[src/rtl/andor_vector_sequencer_pkg.sv]
// Shared types, constants and the golden AND/OR model for the vector sequencer.
package andor_seq_pkg;

  typedef enum logic [1:0] {IDLE, DRIVE, SAMPLE, DONE} seq_state_t;

  localparam int VEC_W   = 3;
  localparam int NUM_VEC = 8;

  // Golden gate pair: X = A & B, Y = B | C, returned as {x, y}.
  function automatic logic [1:0] andor_expect(input logic a, input logic b, input logic c);
    return {a & b, b | c};
  endfunction

endpackage

[src/rtl/andor_vector_sequencer_if.sv]
// Gate-side bundle: stimulus a/b/c toward the gate pair, responses x/y back.
interface andor_vector_sequencer_if;
  logic a;
  logic b;
  logic c;
  logic x;
  logic y;

  modport master (output a, b, c, input x, y);
  modport slave  (input a, b, c, output x, y);
endinterface

[src/rtl/andor_vector_sequencer_resp_check.sv]
// Combinational response checker: flags a sampled {x,y} that differs from the
// golden model for the given vector. Unknown x/y values count as mismatches.
module andor_resp_check
  import andor_seq_pkg::*;
(
  input  logic [VEC_W-1:0] vec,
  input  logic             x,
  input  logic             y,
  output logic             mismatch
);

  logic [1:0] exp_xy;

  // Golden compare; case inequality so X/Z on the gate outputs is a miss.
  always_comb begin
    exp_xy   = andor_expect(vec[2], vec[1], vec[0]);
    mismatch = (x !== exp_xy[1]) || (y !== exp_xy[0]);
  end

endmodule

[src/rtl/andor_vector_sequencer.sv]
// Self-timed stimulus/response sequencer around the AND/OR gate pair.
// Walks all 8 {a,b,c} vectors NUM_PASSES times; each vector is driven for
// HOLD_CYCLES cycles, x/y are captured on the edge that ends the hold window,
// and the captured pair is checked during the following SAMPLE cycle.
module andor_vector_sequencer
  import andor_seq_pkg::*;
#(
  parameter int HOLD_CYCLES = 3,
  parameter int NUM_PASSES  = 1,
  parameter int ERR_W       = 8
) (
  input  logic                   clk,
  input  logic                   rst_n,
  input  logic                   start,
  andor_vector_sequencer_if.master gate,
  output logic                   busy,
  output logic                   done,
  output logic [ERR_W-1:0]       err_count,
  output logic                   fail_vld,
  output logic [VEC_W-1:0]       fail_vec
);

  localparam int HOLD_W = $clog2(HOLD_CYCLES + 1);
  localparam int PASS_W = $clog2(NUM_PASSES + 1);
  localparam logic [HOLD_W-1:0] HOLD_LAST = HOLD_W'(HOLD_CYCLES - 1);
  localparam logic [PASS_W-1:0] PASS_LAST = PASS_W'(NUM_PASSES - 1);
  localparam logic [VEC_W-1:0]  VEC_LAST  = VEC_W'(NUM_VEC - 1);

  if (HOLD_CYCLES < 1 || HOLD_CYCLES > 255) begin : g_bad_hold
    $error("andor_vector_sequencer: HOLD_CYCLES must be 1..255");
  end
  if (NUM_PASSES < 1 || NUM_PASSES > 255) begin : g_bad_pass
    $error("andor_vector_sequencer: NUM_PASSES must be 1..255");
  end

  seq_state_t        state_q, state_d;
  logic [VEC_W-1:0]  vec_q,   vec_d;
  logic [HOLD_W-1:0] hold_q,  hold_d;
  logic [PASS_W-1:0] pass_q,  pass_d;
  logic [VEC_W-1:0]  abc_q,   abc_d;
  logic              xs_q,    xs_d;
  logic              ys_q,    ys_d;
  logic [ERR_W-1:0]  err_q,   err_d;
  logic              fvld_q,  fvld_d;
  logic [VEC_W-1:0]  fvec_q,  fvec_d;
  logic              mismatch;

  // Checks the x/y pair captured at the end of the hold window.
  andor_resp_check u_chk (
    .vec      (vec_q),
    .x        (xs_q),
    .y        (ys_q),
    .mismatch (mismatch)
  );

  // Next-state, counters and result bookkeeping.
  always_comb begin
    state_d = state_q;
    vec_d   = vec_q;
    hold_d  = hold_q;
    pass_d  = pass_q;
    abc_d   = abc_q;
    xs_d    = xs_q;
    ys_d    = ys_q;
    err_d   = err_q;
    fvld_d  = fvld_q;
    fvec_d  = fvec_q;
    unique case (state_q)
      IDLE, DONE: begin
        if (start) begin
          state_d = DRIVE;
          vec_d   = '0;
          hold_d  = '0;
          pass_d  = '0;
          abc_d   = '0;
          err_d   = '0;
          fvld_d  = 1'b0;
          fvec_d  = '0;
        end
      end
      DRIVE: begin
        hold_d = hold_q + 1'b1;
        if (hold_q == HOLD_LAST) begin
          // Capture exactly HOLD_CYCLES clocks after the vector was applied.
          state_d = SAMPLE;
          xs_d    = gate.x;
          ys_d    = gate.y;
        end
      end
      SAMPLE: begin
        if (mismatch) begin
          if (err_q != '1) err_d = err_q + 1'b1;
          if (!fvld_q) begin
            fvld_d = 1'b1;
            fvec_d = vec_q;
          end
        end
        if (vec_q != VEC_LAST || pass_q != PASS_LAST) begin
          // vec wraps 7->0 naturally at the end of a pass
          state_d = DRIVE;
          vec_d   = vec_q + 1'b1;
          abc_d   = vec_q + 1'b1;
          hold_d  = '0;
          if (vec_q == VEC_LAST) pass_d = pass_q + 1'b1;
        end else begin
          state_d = DONE;
        end
      end
      default: state_d = IDLE;
    endcase
  end

  // State and datapath registers; reset aborts any run in progress.
  always_ff @(posedge clk or negedge rst_n) begin
    if (!rst_n) begin
      state_q <= IDLE;
      vec_q   <= '0;
      hold_q  <= '0;
      pass_q  <= '0;
      abc_q   <= '0;
      xs_q    <= 1'b0;
      ys_q    <= 1'b0;
      err_q   <= '0;
      fvld_q  <= 1'b0;
      fvec_q  <= '0;
    end else begin
      state_q <= state_d;
      vec_q   <= vec_d;
      hold_q  <= hold_d;
      pass_q  <= pass_d;
      abc_q   <= abc_d;
      xs_q    <= xs_d;
      ys_q    <= ys_d;
      err_q   <= err_d;
      fvld_q  <= fvld_d;
      fvec_q  <= fvec_d;
    end
  end

  assign gate.a    = abc_q[2];
  assign gate.b    = abc_q[1];
  assign gate.c    = abc_q[0];
  assign busy      = (state_q == DRIVE) || (state_q == SAMPLE);
  assign done      = (state_q == DONE);
  assign err_count = err_q;
  assign fail_vld  = fvld_q;
  assign fail_vec  = fvec_q;

endmodule
[src/flat_wrapper.sv]
// flat-port wrapper written by rule: the top's interface ports become plain ports
module andor_vector_sequencer_flat import andor_seq_pkg::*;
#(
  parameter int HOLD_CYCLES = 3,
  parameter int NUM_PASSES  = 1,
  parameter int ERR_W       = 8
)
  (clk, rst_n, start, busy, done, err_count, fail_vld, fail_vec, gate_a, gate_b, gate_c, gate_x, gate_y);
  andor_vector_sequencer_if gate_i ();
  input  logic clk;
  input  logic rst_n;
  input  logic start;
  output logic busy;
  output logic done;
  output logic [ERR_W-1:0] err_count;
  output logic fail_vld;
  output logic [VEC_W-1:0] fail_vec;
  output wire logic [$bits(gate_i.a)-1:0] gate_a;
  output wire logic [$bits(gate_i.b)-1:0] gate_b;
  output wire logic [$bits(gate_i.c)-1:0] gate_c;
  input wire logic [$bits(gate_i.x)-1:0] gate_x;
  input wire logic [$bits(gate_i.y)-1:0] gate_y;
  assign gate_a = gate_i.a;
  assign gate_b = gate_i.b;
  assign gate_c = gate_i.c;
  assign gate_i.x = gate_x;
  assign gate_i.y = gate_y;
  andor_vector_sequencer #(.HOLD_CYCLES(HOLD_CYCLES), .NUM_PASSES(NUM_PASSES), .ERR_W(ERR_W)) u_core (.clk(clk), .rst_n(rst_n), .start(start), .gate(gate_i), .busy(busy), .done(done), .err_count(err_count), .fail_vld(fail_vld), .fail_vec(fail_vec));
endmodule
[config.mk]
export PLATFORM = sky130hd
export DESIGN_NAME = andor_vector_sequencer_flat
export DESIGN_NICKNAME = d
export VERILOG_FILES = /design/src/rtl/andor_vector_sequencer_pkg.sv /design/src/rtl/andor_vector_sequencer_if.sv /design/src/rtl/andor_vector_sequencer_resp_check.sv /design/src/rtl/andor_vector_sequencer.sv /design/src/flat_wrapper.sv
export SDC_FILE = /design/constraint.sdc
export NUM_CORES = 1
export LEC_CHECK = 0
export ABC_CLOCK_PERIOD_IN_PS = 1700
export CAP_MARGIN = 20
export CORE_UTILIZATION = 45
export DETAILED_ROUTE_END_ITERATION = 6
export GPL_TIMING_DRIVEN = 0
export MAX_ROUTING_LAYER = met4
export PLACE_DENSITY = 0.78
export SLEW_MARGIN = 10
export SYNTH_ARGS = -nofsm -noshare
export SYNTH_HDL_FRONTEND = slang
export SYNTH_SLANG_ARGS = --single-unit
[constraint.sdc]
create_clock -name clk -period 1.7 [get_ports clk]
set_input_delay 0.17 -clock clk [delete_from_list [all_inputs] [get_ports clk]]
set_output_delay 0.17 -clock clk [all_outputs]
set_load 0.02 [all_outputs]
; Word level (Yosys, flattened, before mapping)
; Index checks and enable logic that the tools add are counted.
[word_totals]
inputBits = 5
reg_bits = 22
output_inout_bits = 17
elab_cells = 68
[op_classes]
n_eq_ne = 16
reduce_logical = 14
muxes = 23
add_sub_neg = 4
n_bitwise = 2
[op_table]
columns = cell, count
row1 = $mux 8, 3
row2 = $pmux 8 s2, 1
row3 = $mux 3, 4
row4 = $pmux 2 s3, 2
row5 = $pmux 3 s2, 2
row6 = $reduce_and 4->1, 3
row7 = $mux 2, 5
row8 = $ne 2x1->1 const B, 5
row9 = $add 8x1->8 const B, 1
row10 = $ne 8x8->1 const B, 1
row11 = $eq 2x2->1 const B, 3
row12 = $reduce_and 2->1, 3
row13 = $reduce_and 3->1, 2
row14 = $mux 1, 4
row15 = $ne 2x2->1 const B, 2
row16 = $pmux 1 s2, 2
row17 = $add 3x1->3 const B, 1
row18 = $eq 3x3->1 const B, 1
row19 = $logic_or 1x1->1, 3
row20 = $ne 3x3->1 const B, 1
row21 = $add 2x1->2 const B, 1
row22 = $eq 2x1->1 const B, 1
row23 = $logic_not 2->1, 1
row24 = $nex 1x1->1, 2
row25 = 5 further kinds, 5

; Longest topological paths before layout
; Gate-level depths: netlist of the first run.
[logic_depth]
word_depth = 5
depth_mapped = 8
ltp_nobuf = 6

; By module
; A second synthesis of the first run with hierarchy kept.
[hier_totals]
cells_unflattened = 132
hier_area_um2 = 1302.5
[modules_own_cells]
columns = mod, area_per_inst_um2, instances, cells_per_inst
row1 = andor_vector_sequencer, 1265.0, 1, 127
row2 = andor_resp_check, 37.5, 1, 5

; Worst setup path before layout of the first run
; Ideal clock, no wire load.
[synth_path]
path_kind = reg2reg
from = register u_core.abc_q[0] (netlist name)
to = register u_core.fvld_q (netlist: u_core.fail_vld)
path_stages_with_launch = 8
synth_period_minus_slack_ps = 1830
arrival_time_ps = 1705
slack_ps = -130
setup_time_ps = 125
cell_sequence = dfrtp_1 > inv_1 > ha_1 > xor2_1 > o211a_1 > clkbuf_1 > nor3_1 > mux2_2
[synth_lines]
columns = item, line
row1 = "end signal, assigned", andor_vector_sequencer.sv:135  ; fvld_q <= fvld_d;
row2 = "end, declared", andor_vector_sequencer.sv:44  ; logic fvld_q, fvld_d;

; Final worst setup path of the first run
[layout_path]
from = register u_core.state_q[0]
to = register u_core.err_q[4] (netlist: u_core.err_count[4])
[layout_via]
elab_chain_cells = 4
[layout_rtl]
columns = item, line
row1 = "start, declared", andor_vector_sequencer.sv:36  ; seq_state_t state_q, state_d;
row2 = "start signal, assigned", andor_vector_sequencer.sv:127  ; state_q <= state_d;
row3 = $eq 2x2->1 / $logic_not 2->1 (equally long branches), andor_vector_sequencer.sv:68  ; unique case (state_q)
row4 = $reduce_or 2->1, andor_vector_sequencer.sv:68
row5 = $ne 2x2->1 (no line) / $reduce_bool 2->1 (equally long branches), -
row6 = $reduce_and 4->1 (no line), -
row7 = "end signal, assigned", andor_vector_sequencer.sv:134  ; err_q <= err_d;
row8 = "end, declared", andor_vector_sequencer.sv:43  ; logic [ERR_W-1:0] err_q, err_d;
; Parallel ways exist; a longest one is shown, timed or not.
; A chain may end at the register's enable or synchronous reset.

==> qor.yml, run 1 <==
timing:
  final-max-slew-violation-count: 0
  fmax_mhz: 581.9
  finClkSkew_ns: 0.01079
  post-route-min-period_ns: 1.719
  fin_crit_sh_pct: 101.1
  slew_headroom_pct: 70.75
  tightestPinTransition_ns: 0.4374
  rsz0062_at_grt: "yes"
  final-hold-violation-count: 0
  whs_ns: 0.1308
  setup_violations: 2
  setup_slack_ns: -0.01855
synth:
  ys_warn_count: 0
  synth_area_per_cell_um2: 9.779
  syn-num-nets: 144
  synth_cell_types: 31
  synth_seq_cells: 22
  synthesis.instances: 130
  syn_area_um2: 1271
  ys_seq_area_share_pct: 43.31
placement:
  place_ws_ns: -0.2172
  place.gp.congestion: 0.7930
  port_buffers: 21
  hpwl_um: 1905
setup_path:
  cp_data_arrival_time_ns: 1.96
  worstSetupPathType: "flip-flop to flip-flop"
  start_kind: "flip-flop"
  end_kind: "flip-flop"
  cp_max_fo: 8
  crit_required_ns: 1.94
cts:
  postCtsHoldBufs: 0
  cts_root_buf: "clkbuf_4"
  clock_path_buffers: 2
  clock_sinks: 22
  cts_tree: "done"
  clk_transition_reported_paths_ns: 0.13
  h-tree-depth: 1
  clock_latency_ns: 0.33
  cts-buffers-inserted: 3
detailed_routing:
  routedWlPerCell_um: 14.45
  drtAntennaViolNets: 0
  finalWirelength_um: 2789
  dr.first_iter.drc_count: 25
  vias: 1105
  drc: 0
  drt-pass1-iter-count: 4
  viasPerCell: 5.725
pwr:
  pwr-share-clk_pct: 13.1
  seqPwrFrac_pct: 30.6
  power_leakage_nw: 0.7923
  total_power_mw: 2.342
  p_int_mw: 1.386
  p_sw_mw: 0.9553
  ir_drop_uv: 1197
  pwr-share-comb_pct: 56.4
  p_per_area_nw_per_um2: 1358
  sw_frac_of_total_pct: 40.79
global_routing:
  grt_start_max_net_pins: 23
  grt-ovfl-total: 0
  grt_pass1_vias: 1056
  gr-usage-all-layers_pct: 22.23
  antenna_found_initial: 0
  grt_first_pass_wirelength_um: 4554
job:
  cap_violations: 0
floorplan:
  die_y_um: 55.15
  core_um2: 2567
  die_w_um: 55.15
  rows: 18
  pin_count: 22
  initial_utilization_pct: 49.51
  dieArea_um2: 3042
worst_hold_path:
  hold_path_class: "primary input to async pin"
status:
  violations: "negative setup slack"
  status: "finished with violations"
cells_and_area:
  area_delta_synth_final_pct: 35.63
  nNetsFinal: 178
  diodes: 0
  final_util_pct: 67.15
  drive_above_1_share_pct: 22.70
[repair_timing]
action,4_1_cts,5_1_grt
buffers inserted,8,0
resized for setup,14,13
endpoints found under the setup margin,17,16
hold endpoints to repair,0,0
pin swaps,7,4
cloned,0,0
[final timing paths]
kind                                         from                  end  slack [ns]  cells past startpoint
worst min-delay path                        rst_n  u_core.err_count[3]        0.13                      1
worst min register to register   u_core.hold_q[0]     u_core.hold_q[0]        0.50                      2
worst max register to register  u_core.state_q[0]  u_core.err_count[4]       -0.02                      7
max in group asynchronous                   rst_n    u_core.state_q[0]        1.12                      2
min in group clk                           gate_y          u_core.ys_q        0.44                      2
worst max-delay path            u_core.state_q[0]  u_core.err_count[4]       -0.02                      7
[kinds of logic after synthesis]
family,synth area share (%)
DFF,43.31
buffers and inverters,5.118
xor gates and xnor gates,0.6891
AOI/OAI and AO/OA,16.73
adders and majority gates,8.858
muxes,6.594
and+or+nand+nor,18.70
[Yosys cell counts]
cell type  number  area share (%)
o21bai_4        1             1.5
o211ai_1        2             1.2
o2bb2ai_1       1            0.69
nand2_1        14             4.1
and3b_1         1            0.69
nand3_1         8             3.1
o21ai_0        14             5.5
o221ai_1        2             1.4
nor3_1          2            0.79
nand2b_1        5             2.5
a21oi_1         2            0.79
o311ai_2        2             2.6
nor2_1          3            0.89
o21ai_1         2            0.79
o211a_1         1            0.79
mux2i_1         5             3.9
a211oi_2        1            0.98
ha_1            9             8.9
and3_1          1            0.49
mux2_2          3             2.7
nand4_1         2            0.98
nand3b_1        7             4.1
clkbuf_1        3            0.89
buf_2           1            0.39
or2_1           1            0.49
nor2b_1         1            0.49
o21a_1          1            0.59
buf_4           1            0.59
xor2_1          1            0.69
inv_1          11             3.2
dfrtp_1        22              43
[layer usage]
metal | GRT usage (%) | vias to the layer above | routed length, um
li1 | - | 526 | -
met1 | 25.51 | 534 | 1218
met2 | 36.35 | 39 | 1362
met3 | 3.825 | 6 | 153
met4 | 12.92 | 0 | 54
met5 | - | - | 0
[sequential cells by signal, indices dropped and copies added, names as in the netlist]
name and cells:
u_core.abc_q 3, u_core.err_count 8, u_core.fail_vec 3, u_core.fail_vld 1, u_core.hold_q 2, u_core.pass_q 1
u_core.state_q 2, u_core.xs_q 1, u_core.ys_q 1
[power groups by stage]
stage / clock network (mW) / registers, mW / logic, mW
floorplan: 0 / 0.754 / 0.756
global placement: 0 / 0.730 / 1.06
detailed placement: 0 / 0.734 / 1.08
CTS: 0.318 / 0.712 / 1.29
global route: 0.332 / 0.730 / 1.46
finish: 0.306 / 0.716 / 1.32
[placed cells by master, fill, tap and decap left out, types with 3 or more instances in the layout]
cell type,n
nand2b_1,5
clkbuf_4,3
mux2i_1,4
nand3b_1,7
nor2_1,3
clkdlybuf4s50_1,18
ha_1,7
inv_2,3
buf_4,7
mux2_2,3
o21ai_0,11
dfrtp_1,20
nand2_1,14
nand3_1,8
inv_1,8
o21ai_1,5
[cell type report]
cell class | count | area (um^2)
Clock buffer | 4 | 36.28
Sequential cell | 22 | 553.0
Fill cell | 224 | 843.3
Buffer | 4 | 36.28
Multi-Input combinational cell | 92 | 734.5
Timing Repair Buffer | 30 | 285.3
Inverter | 11 | 41.29
Tap cell | 30 | 37.54
[critical path, stage by stage, from the launching register on]
cell,delay (ns)
dfrtp_1,0.41
inv_2,0.08
ha_4,0.21
mux2i_4,0.18
o21bai_4,0.17
or2_1,0.22
buf_6,0.15
o311ai_4,0.21
[metrics by stage]
| stage | setup TNS, ns | std cells | instance area [um^2] |
|---|---|---|---|
| finish | -0.03178 | 193 | 1724 |
| global route | -0.3340 | 193 | 1724 |
| CTS | -0.09866 | 192 | 1692 |
| detailed placement | -1.890 | 181 | 1550 |
| global placement | -1.529 | 181 | 1550 |
| floorplan | -0.04429 | 130 | 1303 |
(Power assumes the default switching activity.)
==> run 2: changes to the inputs <==
Settings changed: CAP_MARGIN 20 to 30, PLACE_DENSITY 0.78 to default, PLACE_DENSITY_LB_ADDON from default to 0.05.
==> qor.yml, run 2 (same netlist as run 1, synthesis figures left out) <==
status:
  status: "finished with violations"
  violations: "negative setup slack"
cts:
  clock_sinks: 22  # unchanged
  cts_tree: "done"
  clk_transition_reported_paths_ns: 0.13  # about the same
  clock_path_buffers: 2  # unchanged
  clock_latency_ns: 0.31  # -0.02 ns
  cts-buffers-inserted: 3  # unchanged
  postCtsHoldBufs: 0  # unchanged
  h-tree-depth: 1  # unchanged
  cts_root_buf: "clkbuf_4"
global_routing:
  grt_first_pass_wirelength_um: 4436  # -2.6%
  antenna_found_initial: 0  # unchanged
  gr-usage-all-layers_pct: 21.45  # -0.78 points
  grt_pass1_vias: 999  # -5.4%
  grt_start_max_net_pins: 15  # -35%
  grt-ovfl-total: 0  # unchanged
floorplan:
  pin_count: 22  # unchanged
  die_y_um: 55.15  # unchanged
  rows: 18  # unchanged
  initial_utilization_pct: 49.51  # unchanged
  die_w_um: 55.15  # unchanged
  core_um2: 2567  # unchanged
  dieArea_um2: 3042  # unchanged
timing:
  fmax_mhz: 563.7  # -3.1%
  rsz0062_at_grt: "yes"
  finClkSkew_ns: 0.005785  # -0.005002 ns
  setup_violations: 4  # +2
  fin_crit_sh_pct: 104.3  # +3.3 points
  setup_slack_ns: -0.07387  # -0.05532 ns
  tightestPinTransition_ns: 0.4429  # +0.005466 ns
  slew_headroom_pct: 70.38  # -0.37 points
  final-hold-violation-count: 0  # unchanged
  post-route-min-period_ns: 1.774  # +0.05532 ns
  final-max-slew-violation-count: 0  # unchanged
pwr:
  total_power_mw: 2.368  # +1.1%
  power_leakage_nw: 0.7421  # -6.3%
  p_per_area_nw_per_um2: 1381  # +1.6%
  ir_drop_uv: 997.6  # -17%
setup_path:
  start_kind: "flip-flop"
  cp_data_arrival_time_ns: 2.00  # +0.04 ns
  path_delay_family: "flip-flops"
  cp_max_fo: 8  # unchanged
  cp_num_buf_inv: 1  # -1
  max_stage_delay_ns: 0.45  # +0.04 ns
  end_kind: "flip-flop"
  cp_slowest_cell: "dfrtp_1"
  crit_required_ns: 1.92  # -0.02 ns
  path_cells: "ha_4 -> mux2i_4 -> o21bai_4 -> or2_1 -> buf_6 -> o311ai_2"
  worstSetupPathType: "flip-flop to flip-flop"
detailed_routing:
  vias: 1083  # -2.0%
  drt-pass1-iter-count: 4  # unchanged
  dr.first_iter.drc_count: 17  # -32%
  finalWirelength_um: 2785  # -0.14%
  viasPerCell: 5.611  # -2.0%
  drc: 0  # unchanged
  routedWlPerCell_um: 14.43  # -0.14%
  drtAntennaViolNets: 0  # unchanged
cells_and_area:
  nNetsFinal: 178  # unchanged
  design_area_um2: 1715  # -0.51%
  largest_register_ff_count: 8  # unchanged
  diodes: 0  # unchanged
  layout_commonest_cell: "dfrtp_1"
  area_delta_synth_final_pct: 34.94
  drive_above_1_share_pct: 21.47  # -1.2 points
  layout_common_cells: "dfrtp_1 (20), clkdlybuf4s50_1 (19), nand2_1 (14)"
placement:
  place_ws_ns: -0.2253  # -0.008063 ns
  place.gp.congestion: 0.7942  # +0.15%
  port_buffers: 21  # unchanged
  hpwl_um: 1920  # +0.79%
  dpl_cell_area_um2: 1565  # +0.97%
job:
  cap_violations: 0  # unchanged
worst_hold_path:
  hold_path_class: "primary input to async pin"
==> run 2: cell count changes in the layout (fill, tap and decap cells not counted), sizes merged <==
cell           previous run  this run
dlygate4sd2               1         2
dlymetal6s2s              1         0
clkdlybuf4s50            18        19
buf                      12        11
==> run 2: per-stage QoR <==
stage	hold WS [ns]	std cells	TNS, ns	utilization (%)
detailed placement	0.4661	182	-2.337	60.96
finish	0.1485	193	-0.1750	66.81
global route	0.1823	193	-0.5849	66.81
floorplan	-0.1256	130	-0.04429	-
CTS	0.1598	190	-0.3820	64.23
global placement	0.4602	181	-1.844	60.38
==> run 2: worst paths after layout <==
| check | start | to | slack, ns | cells after the start |
|---|---|---|---|---|
| hold / removal | rst_n | u_core.fail_vec[2] | 0.15 | 1 |
| setup / recovery | u_core.state_q[1] | u_core.err_count[3] | -0.07 | 6 |
| max in group asynchronous | rst_n | u_core.abc_q[1] | 1.09 | 2 |
| min in group clk | gate_y | u_core.ys_q | 0.46 | 2 |
| setup reg to reg | u_core.state_q[1] | u_core.err_count[3] | -0.07 | 6 |
| hold reg to reg | u_core.pass_q | u_core.pass_q | 0.49 | 1 |
==> run 2: cell type report <==
cell class,count,area (um^2)
sequential,22,553.0
tap,30,37.54
clock buffer,4,36.28
buffer,4,32.53
multi-input combinational,92,719.4
inverter,11,41.29
fill,221,852.1
timing repair buffer,30,295.3
==> run 2: metal layers <==
metal  share of wire [%]  GRT usage (%)  wire [um]
met1                  47          27.32       1321
met2                  48          34.54       1344
met3                 3.3          2.459         93
met4                0.90          8.750         25
met5                   0              -          0
==> run 2: worst reg2reg max path, stage by stage, from the launching register on <==
cell	delay [ns]
dfrtp_1	0.45
ha_4	0.28
mux2i_4	0.19
o21bai_4	0.17
or2_1	0.23
buf_6	0.15
o311ai_2	0.22
==> run 2: repair_timing <==
action	in CTS	in global routing
pin swaps	1	10
buffers inserted	5	3
setup endpoints to repair	17	14
resized for setup	6	12
==> run 2: where the power goes <==
group	internal [mW]	total (mW)	switching, mW	leakage (nW)
Clock	0.131	0.300	0.169	0.0210
Sequential	0.627	0.720	0.0936	0.294
Combinational	0.647	1.35	0.701	0.427
Total	1.40	2.37	0.963	0.742
==> run 3: changes to the inputs <==
Settings changed: ABC_CLOCK_PERIOD_IN_PS 1700 to default, SLEW_MARGIN 10 to 20.
==> results of run 3 <==
Final layout, timing and power as in run 2 (identical DEF).
